**src/rtl/mii_frame_scheduler.sv**
```systemverilog
// Round-robin scheduler sharing one MAC/MII frame generator between NUM_REQ requesters.
// Optional macro FRAME_SCHED_STATS_EN adds the frame and timeout statistic counters.
module mii_frame_scheduler #(
   parameter int NUM_REQ          = 4,
   parameter int PAYLOAD_MAX_SIZE = 1500,
   parameter int MIN_PAYLOAD      = 46,
   parameter int TIMEOUT_CYCLES   = 4096
) (
   input  logic                   clk,
   input  logic                   i_rst,
   input  logic                   i_enable,
   input  logic [NUM_REQ-1:0]     i_req,
   input  logic [NUM_REQ*16-1:0]  i_req_length,
   input  logic [NUM_REQ*8-1:0]   i_req_mode,
   input  logic [NUM_REQ*8-1:0]   i_req_intergap,
   input  logic                   i_tx_valid,
   output logic [NUM_REQ-1:0]     o_gnt,
   output logic [NUM_REQ-1:0]     o_done,
   output logic                   o_start,
   output logic [15:0]            o_payload_length,
   output logic [7:0]             o_mode,
   output logic [7:0]             o_intergap,
   output logic                   o_busy,
   output logic                   o_timeout,
   output logic [31:0]            o_frame_count,
   output logic [15:0]            o_timeout_count
);
   localparam int IW = (NUM_REQ > 1) ? $clog2(NUM_REQ) : 1;

   typedef enum logic [2:0] {S_IDLE, S_LAUNCH, S_WAIT_TX, S_BUSY, S_GAP} state_t;

   state_t             r_state;
   state_t             w_next;
   logic [IW-1:0]      r_ptr;
   logic [IW-1:0]      r_winner;
   logic [IW-1:0]      w_winIdx;
   logic               w_anyReq;
   logic [15:0]        w_rawLen;
   logic [15:0]        w_clampLen;
   logic [15:0]        r_len;
   logic [7:0]         r_mode;
   logic [7:0]         r_gap;
   logic [7:0]         w_gapTarget;
   logic [7:0]         r_gapCnt;
   logic [31:0]        r_toCnt;
   logic [NUM_REQ-1:0] r_done;
   logic               r_timeout;
   logic               w_grant;
   logic               w_frameDone;
   logic               w_timeoutFire;

   // Search starts at r_ptr; scanning offsets downward leaves the nearest requester as winner.
   always_comb begin
      w_winIdx = '0;
      for (int i = NUM_REQ - 1; i >= 0; i--) begin
         if (i_req[(int'(r_ptr) + i) % NUM_REQ]) begin
            w_winIdx = IW'((int'(r_ptr) + i) % NUM_REQ);
         end
      end
   end

   assign w_anyReq = |i_req;
   assign w_rawLen = i_req_length[int'(w_winIdx)*16 +: 16];

   always_comb begin
      if (w_rawLen < 16'(MIN_PAYLOAD)) begin
         w_clampLen = 16'(MIN_PAYLOAD);
      end else if (w_rawLen > 16'(PAYLOAD_MAX_SIZE)) begin
         w_clampLen = 16'(PAYLOAD_MAX_SIZE);
      end else begin
         w_clampLen = w_rawLen;
      end
   end

   // A zero gap still spends one cycle in GAP so IDLE is never re-entered back to back.
   assign w_gapTarget = (r_gap == 8'd0) ? 8'd1 : r_gap;

   always_ff @(posedge clk) begin
      if (i_rst) begin
         r_state <= S_IDLE;
      end else begin
         r_state <= w_next;
      end
   end

   always_comb begin
      w_next  = r_state;
      o_start = 1'b0;
      o_gnt   = '0;
      case (r_state)
         S_IDLE: begin
            if (i_enable && w_anyReq) begin
               w_next = S_LAUNCH;
            end
         end
         S_LAUNCH: begin
            o_start = 1'b1;
            o_gnt   = NUM_REQ'(1) << r_winner;
            w_next  = S_WAIT_TX;
         end
         S_WAIT_TX: begin
            if (i_tx_valid) begin
               w_next = S_BUSY;
            end else if (r_toCnt == 32'(TIMEOUT_CYCLES - 1)) begin
               w_next = S_GAP;
            end
         end
         S_BUSY: begin
            if (!i_tx_valid) begin
               w_next = S_GAP;
            end
         end
         S_GAP: begin
            if (r_gapCnt == w_gapTarget - 8'd1) begin
               w_next = S_IDLE;
            end
         end
         default: w_next = S_IDLE;
      endcase
   end

   assign w_grant       = (r_state == S_IDLE) && (w_next == S_LAUNCH);
   assign w_frameDone   = (r_state == S_BUSY) && !i_tx_valid;
   assign w_timeoutFire = (r_state == S_WAIT_TX) && !i_tx_valid &&
                          (r_toCnt == 32'(TIMEOUT_CYCLES - 1));

   always_ff @(posedge clk) begin
      if (i_rst) begin
         r_ptr     <= '0;
         r_winner  <= '0;
         r_len     <= '0;
         r_mode    <= '0;
         r_gap     <= '0;
         r_toCnt   <= '0;
         r_gapCnt  <= '0;
         r_done    <= '0;
         r_timeout <= 1'b0;
      end else begin
         r_done    <= '0;
         r_timeout <= 1'b0;
         if (w_grant) begin
            r_winner <= w_winIdx;
            r_ptr    <= (w_winIdx == IW'(NUM_REQ - 1)) ? '0 : w_winIdx + 1'b1;
            r_len    <= w_clampLen;
            r_mode   <= i_req_mode[int'(w_winIdx)*8 +: 8];
            r_gap    <= i_req_intergap[int'(w_winIdx)*8 +: 8];
         end
         if (r_state == S_LAUNCH) begin
            r_toCnt <= '0;
         end else if (r_state == S_WAIT_TX) begin
            r_toCnt <= r_toCnt + 32'd1;
         end
         if (r_state == S_GAP) begin
            r_gapCnt <= r_gapCnt + 8'd1;
         end else begin
            r_gapCnt <= '0;
         end
         if (w_frameDone) begin
            r_done <= NUM_REQ'(1) << r_winner;
         end
         if (w_timeoutFire) begin
            r_timeout <= 1'b1;
         end
      end
   end

   assign o_done           = r_done;
   assign o_timeout        = r_timeout;
   assign o_payload_length = r_len;
   assign o_mode           = r_mode;
   assign o_intergap       = r_gap;
   assign o_busy           = (r_state != S_IDLE);

`ifdef FRAME_SCHED_STATS_EN
   logic [31:0] r_frameCount;
   logic [15:0] r_timeoutCount;

   always_ff @(posedge clk) begin
      if (i_rst) begin
         r_frameCount   <= '0;
         r_timeoutCount <= '0;
      end else begin
         if (w_frameDone) begin
            r_frameCount <= r_frameCount + 32'd1;
         end
         if (w_timeoutFire) begin
            r_timeoutCount <= r_timeoutCount + 16'd1;
         end
      end
   end

   assign o_frame_count   = r_frameCount;
   assign o_timeout_count = r_timeoutCount;
`else
   assign o_frame_count   = '0;
   assign o_timeout_count = '0;
`endif

endmodule

```
**config.mk**
```make
export PLATFORM = sky130hd
export DESIGN_NAME = mii_frame_scheduler
export DESIGN_NICKNAME = d
export VERILOG_FILES = /design/src/rtl/mii_frame_scheduler.sv
export SDC_FILE = /design/constraint.sdc
export NUM_CORES = 1
export LEC_CHECK = 0
export CORE_MARGIN = 2
export CORE_UTILIZATION = 44
export CTS_CLUSTER_DIAMETER = 60
export DETAILED_ROUTE_END_ITERATION = 10
export PLACE_DENSITY = 0.8
export SYNTH_ARGS = -nofsm -noshare
export SYNTH_HDL_FRONTEND = slang
export SYNTH_SLANG_ARGS = --single-unit
```
**constraint.sdc**
```tcl
create_clock -name clk -period 2.7 [get_ports clk]
set_input_delay 0.27 -clock clk [delete_from_list [all_inputs] [get_ports clk]]
set_output_delay 0.27 -clock clk [all_outputs]
set_load 0.02 [all_outputs]
```
==> out/summary.txt, run 1 <==
Asr flop ratio synth: 0%
First-pass GRT wire length: 27300 um
Worst Setup End Kind: flip-flop
Top-area cell type share of the netlist area: 30.8%
Antenna Nets Post-Route: 0
Max clock buf depth: 2
Drt wl/cell: 15.2 um
Status: finished, final reports clean
Routed WL: 17000 um
Worst hold path class: flip-flop to flip-flop
Worst-Margin Slew: 0.535 ns
Reg-to-Reg Start: r_ptr[0]$_SDFFE_PP0P_
Fin util: 67.4%
Root Buffer Master: clkbuf_16
Largest family of logic cells by synthesized area: simple AND/OR/NAND/NOR gates
Clk sinks: 84
Mapped cell area: 5450 um^2
Crit path largest cell delay: 0.57 ns
Num rows: 40
Most numerous cell in the Yosys netlist: nand2_1
Max Transition Viols Final: 0
Portion of netlist area occupied by mux cells: 0.918%
Die W: 115 um
Mapped Cells: 733
Fill cells: 1002
Area growth, synth to finish: 49.2%
Vias in the first global route: 5457
Complex-gate fraction of the synthesized area: 12.6%
Total GRT Usage: 25.8%
Peak supply drop: 0.000312 V
RSZ-0062 raised after global routing: yes
Critical Path Sink: o_payload_length[3]$_SDFFE_PP0P_
Final period utilization: 97.8%
CP max stage cell: or4b_4
EDFF count, synth: 0
Clock slew seen by the registers of the worst setup and hold paths: 0.06 ns
Leak: 3.18 nW
Most instantiated cells after synthesis: nand2_1 (124), nand3_1 (87), dfxtp_1 (84)
Drt pass-1 iters: 5
Worst R2R End: o_payload_length[3]$_SDFFE_PP0P_
Grt ovf: 0
Max Freq: 0.379 GHz
R2R setup slack: 0.06 ns
Crit-path cells: nor2b_4 -> or4b_4 -> buf_12 -> buf_16 -> nand3_1 -> a32oi_2 -> or2_4 -> a2111oi_4 -> buf_4 -> o2bb2ai_4 -> a211oi_2
Area leader, netlist: dfxtp_1
CP max FO: 11
Total CTS buffers: 9
Final setup viols: 0
Clock skew: 0.00695 ns
Synth top area cells: dfxtp_1 (31%), nand2_1 (8.5%), nand3_1 (8.0%)
Simple-gate share of the synthesized area: 36.1%
Share of cells above drive strength 1: 14.5%
Kind of critical path: flip-flop to flip-flop
Top_reg_cell synth: dfxtp_1
Adder-Cell Fraction of Synth Area: 0.918%
Critical Path Source: r_ptr[0]$_SDFFE_PP0P_
Seq/Total Area, Yosys: 30.8%
Die footprint: 13300 um^2
Critical Path AT: 2.90 ns
Fin crit period: 2.64 ns
Synthesis-stage register bit count: 84
Buffers on Ports: 178
XOR/XNOR Fraction of Synth Area: 7.23%
DP HPWL: 12700 um
TritonCTS clock tree: yes
Final Hold Viols: 0
# hold bufs at CTS: 0
Clock latency at the later pin of the worst-skew pair: 0.33 ns
H-tree depth: 3
Critical path required time: 2.96 ns
FF-to-FF path depth: 11
Hold slack: 0.456 ns
DR iter-0 viols: 396
CP Launch Type: flip-flop
Die Y: 115 um
Post-Syn Area per Cell: 7.44 um^2
Total number of yosys warnings: 0
Rel. slew slack: 64.1%
DRC violations left: 0
Initial antenna violation count: 1
Max-Cap Viols: 0
Core ar.: 12100 um^2
Fin nets: 1083
I/O pin count: 227
Post-synth cell types: 63
GPL Wtd Cong: 0.929
Power per cell area: 512 nW/um^2
Starting Density: 45.2%
Via count: 5771
Vias per inst: 5.17
Largest net degree at the start of global routing: 36
-- cell type report --
cell class / instances / area [um^2] / area share, %
well taps: 168 / 210 / 2.58
clock inverters: 4 / 47.5 / 0.585
flip-flops and latches: 84 / 1690 / 20.8
multi-input cells: 593 / 3540 / 43.5
inverters: 7 / 28.8 / 0.354
diodes: 1 / 2.50 / 0.0308
repair buffers: 248 / 2360 / 29.0
clock buffers: 12 / 256 / 3.15
-- report_power, final --
group	internal, W	switching [W]
Combinational	0.000745	0.000821
Sequential	0.00130	0.0000607
Clock	0.000764	0.000477
-- cells in the final DEF, fill, tap and decap left out, types with 4 or more instances in the layout --
cell	synthesis	final
nor3_1	13	13
conb_1	1	48
dlygate4sd2_1	0	4
and3_1	9	8
nor2_1	69	68
nand2_1	124	122
ha_1	4	4
xor2_1	33	33
mux2i_1	5	5
nor3b_1	12	11
a32oi_2	0	7
nor4_1	18	16
or3_1	4	4
a211oi_2	2	5
nand4_1	9	9
a2bb2oi_1	4	4
o21ai_0	13	11
buf_4	49	63
a221oi_1	10	9
nand2b_1	8	8
clkbuf_16	0	9
and4_1	4	4
dfxtp_1	84	82
inv_1	5	5
xnor2_1	12	12
a21oi_1	28	27
nand3_1	87	85
a211oi_1	9	6
and2_1	9	9
clkdlybuf4s50_1	0	174
nor2b_1	8	4
-- repair_timing --
action                                  in CTS  in global routing
endpoints found under the setup margin      11                 11
cloned                                       2                  1
pin swaps                                   15                 11
buffers inserted                             6                  2
resized for setup                           40                 15
-- routing by layer --
layer  vias up  global-route usage [%]  wire length (um)
met5         -                       0                 0
met2       211                    43.6              8270
li1       2900                       -                 -
met3        32                    4.22              1040
met4         0                    10.2               420
met1      2628                    32.8              7250
-- how the worst min path moves through the flow --
stage / from / endpoint / depth (start not counted)
4_1_cts: o_mode[4]$_SDFFE_PP0P_ / o_mode[4]$_SDFFE_PP0P_ / 2
3_5_place_dp: o_payload_length[11]$_SDFFE_PP0P_ / o_payload_length[11]$_SDFFE_PP0P_ / 1
5_1_grt: o_payload_length[12]$_SDFFE_PP0P_ / o_payload_length[12]$_SDFFE_PP0P_ / 1
6_report: o_mode[4]$_SDFFE_PP0P_ / o_mode[4]$_SDFFE_PP0P_ / 2
2_1_floorplan: r_toCnt[1]$_SDFFE_PP0P_ / r_toCnt[1]$_SDFFE_PP0P_ / 2
3_3_place_gp: o_mode[1]$_SDFFE_PP0P_ / o_mode[1]$_SDFFE_PP0P_ / 2
-- flip-flops by register name, summed over array words and instances (netlist names) --
signal,cells
r_toCnt,32
r_gapCnt,8
r_winner,2
o_payload_length,16
o_intergap,8
o_mode,8
r_ptr,2
o_done,4
r_state,3
o_timeout,1
-- cell families (layout without fill, tap and decap cells) --
family,after synthesis,count (layout)
and+or+nand+nor,396,396
buffers and inverters,104,271
AOI/OAI and AO/OA,94,95
DFF,84,84
xor gates and xnor gates,45,45
muxes,5,5
adders and majority gates,4,4
other,1,49
-- critical path, delay by kind of cell, from the launching register on --
family	cells	cell delay [ns]
compound gates	4	0.66
simple gates	4	1.02
buf+inv	3	0.47
flops	1	0.38
-- stage by stage --
stage / power, W / setup WS (ns) / area [um^2] / TNS [ns] / instances
finish: 0.00417 / 0.0597 / 8130 / 0 / 1117
global route: 0.00438 / -0.0520 / 8130 / -0.171 / 1117
detailed placement: 0.00282 / -0.494 / 7480 / -5.01 / 1089
floorplan: 0.00224 / 0.248 / 5630 / 0 / 780
CTS: 0.00414 / 0.0317 / 8030 / 0 / 1113
global placement: 0.00280 / -0.438 / 7480 / -4.44 / 1089
Note: power is estimated with default switching activity, not from simulation.
==> run 2, diff against run 1 <==
--- a/config.mk
+++ b/config.mk
@@ -5,8 +5,9 @@
 export SDC_FILE = /design/constraint.sdc
 export NUM_CORES = 1
 export LEC_CHECK = 0
+export ABC_AREA = 1
 export CORE_MARGIN = 2
-export CORE_UTILIZATION = 44
+export CORE_UTILIZATION = 45
 export CTS_CLUSTER_DIAMETER = 60
 export DETAILED_ROUTE_END_ITERATION = 10
 export PLACE_DENSITY = 0.8
==> out/summary.txt, run 2 <==
Critical Path AT: 2.69 ns
Biggest register: r_toCnt
CP Launch Type: flip-flop
Most frequent cells in the layout: nand2_1 (195), clkdlybuf4s50_1 (178), nor2_1 (104)
Top-area cell type share of the netlist area: 28.9%
Asr flop ratio synth: 0%
Antenna Nets Post-Route: 0
Complex-gate fraction of the synthesized area: 13.1%
Delay-heaviest family, CP: simple AND/OR/NAND/NOR gates
Portion of netlist area occupied by mux cells: 0.344%
GPL Wtd Cong: 0.933
Total CTS buffers: 9
DRC violations left: 0
Initial antenna violation count: 0
Max Transition Viols Final: 0
Fin crit period: 2.48 ns
Post-CTS Setup Repair Bufs: 0
Vias per inst: 4.99
DR iter-0 viols: 327
Kind of critical path: flip-flop to flip-flop
Max-Cap Viols: 0
Rel. slew slack: 57.0%
EDFF count, synth: 0
Power per cell area: 672 nW/um^2
Vias in the first global route: 5710
Logic pwr share: 51.9%
Seq pwr share: 26.0%
Crit path largest cell delay: 0.38 ns
Die footprint: 13900 um^2
Post-route setup slack: 0.221 ns
Net Sw Frac: 40.8%
Top layer in use: met4
Peak supply drop: 0.000329 V
Max FFs per register: 32
CP max stage cell: dfxtp_1
Metal2 WL: 8330 um
Adder-Cell Fraction of Synth Area: 0.860%
Critical path required time: 2.91 ns
Post-synth cell types: 47
First-pass GRT wire length: 28000 um
Worst-Margin Slew: 0.643 ns
Routed WL: 17200 um
XOR/XNOR Fraction of Synth Area: 2.71%
Buf/Inv on CP: 1
Clock share of power: 22.0%
Top cell by count, worst path: nor2_1
Fin nets: 1222
Most instantiated cells after synthesis: nand2_1 (195), nor2_1 (106), inv_1 (98)
Clock slew seen by the registers of the worst setup and hold paths: 0.06 ns
Synthesis-stage register bit count: 84
DP HPWL: 13300 um
Top_reg_cell synth: dfxtp_1
Crit-path cells: nor4_4 -> nand3_1 -> nand2_1 -> inv_1 -> ha_1 -> xnor2_1 -> xnor2_1 -> o21bai_1 -> a21oi_1 -> nand4_1 -> nor3_1 -> nor2_1 -> nor2_1 -> nor2_1
Area leader, netlist: dfxtp_1
Most numerous cell in the Yosys netlist: nand2_1
Total GRT Usage: 24.4%
Mapped Cells: 901
I/O pin count: 227
Clk sinks: 84
Total number of yosys warnings: 0
Leak: 3.40 nW
Clock skew: 0.00894 ns
Synth top area cells: dfxtp_1 (29%), nand2_1 (13%), nor2_1 (6.8%)
Worst Setup End Kind: flip-flop
Max clock buf depth: 2
Clock latency at the later pin of the worst-skew pair: 0.33 ns
Core ar.: 12600 um^2
CP max FO: 6
Starting Density: 46.1%
Final setup viols: 0
Grt ovf: 0
Drt pass-1 iters: 5
Post-Syn Area per Cell: 6.46 um^2
Status: finished, final reports clean
Max Freq: 0.403 GHz
Final period utilization: 91.8%
H-tree depth: 3
Commonest non-fill, non-tap cell in the layout: nand2_1
Largest family of logic cells by synthesized area: simple AND/OR/NAND/NOR gates
# diodes: 0
Simple-gate share of the synthesized area: 37.2%
Hold slack: 0.440 ns
Length of routed met3 wiring: 994 um
Via count: 6276
Die W: 118 um
Die Y: 118 um
Total power: 0.00539 W
Buffers on Ports: 178
TritonCTS clock tree: yes
Final Non-Filler Cells: 1258
Largest net degree at the start of global routing: 29
Root Buffer Master: clkbuf_16
P_sw: 0.00220 W
Area growth, synth to finish: 38.0%
Mapped cell area: 5820 um^2
P_int: 0.00319 W
Num rows: 41
Drt wl/cell: 13.7 um
Seq/Total Area, Yosys: 28.9%
Met1 WL: 7450 um
Share of cells above drive strength 1: 9.02%
Inst Count DP: 1243
Pre-CTS setup slack: -0.0126 ns
Worst hold path class: flip-flop to flip-flop
Final Hold Viols: 0
## run 2: layout make-up
| type | instances | area, um^2 |
|---|---|---|
| Timing Repair Buffer | 208 | 2070 |
| Tap cell | 172 | 215 |
| Multi-Input combinational cell | 673 | 3370 |
| Sequential cell | 84 | 1690 |
| Clock buffer | 13 | 250 |
| Clock inverter | 2 | 35.0 |
| Fill cell | 1185 | 4590 |
| Inverter | 106 | 403 |
## run 2: power groups by stage
stage	Sequential, W	Combinational (W)	Clock (W)
after floorplan	0.00148	0.00181	0
after global placement	0.00142	0.00275	0
after detailed placement	0.00142	0.00277	0
after CTS	0.00140	0.00278	0.00121
after global routing	0.00141	0.00309	0.00126
final	0.00140	0.00280	0.00119
## run 2: timing repair
item,in CTS,in global routing
resized for setup,0,8
endpoints found under the setup margin,0,14
endpoints found under the hold margin,0,0
hold buffers,0,0
## run 2: logic make-up (layout without fill, tap and decap cells)
kind of cell / count (synthesis) / in the layout
DFF: 84 / 84
buffers and inverters: 191 / 329
and+or+nand+nor: 470 / 470
adders and majority gates: 4 / 4
muxes: 2 / 2
AOI/OAI and AO/OA: 131 / 131
other: 1 / 48
xor gates and xnor gates: 18 / 18
## run 2: path summary, 6_finish.rpt
path / to / cells after the start / startpoint / slack (ns)
worst max-delay path: r_state[2]$_SDFF_PP0_ / 14 / o_intergap[2]$_SDFFE_PP0P_ / 0.22
worst min-delay path: o_payload_length[14]$_SDFFE_PP0P_ / 2 / o_payload_length[14]$_SDFFE_PP0P_ / 0.44
worst max register to register: r_state[2]$_SDFF_PP0_ / 14 / o_intergap[2]$_SDFFE_PP0P_ / 0.22
worst min register to register: o_payload_length[14]$_SDFFE_PP0P_ / 2 / o_payload_length[14]$_SDFFE_PP0P_ / 0.44
## run 2: per-stage QoR
stage | cell area, um^2 | utilization (%) | setup TNS [ns]
floorplan | 6000 | - | 0
global placement | 7710 | 61.1 | 0
detailed placement | 7710 | 61.1 | -0.0245
CTS | 7990 | 63.3 | 0
global route | 8030 | 63.6 | -0.0117
finish | 8030 | 63.6 | 0
## run 2: metal layers
metal,GRT usage (%),vias up
li1,-,3200
met1,30.1,2840
met2,43.0,209
met3,4.46,27
met4,7.53,0
met5,0,-
## run 2: worst reg2reg max path: cells and delay by family (launching register included)
family | cells | cell delay [ns]
compound gates | 2 | 0.30
flops | 1 | 0.38
simple gates | 8 | 1.08
xor+xnor | 2 | 0.28
fa+ha+maj | 1 | 0.24
buf+inv | 1 | 0.08
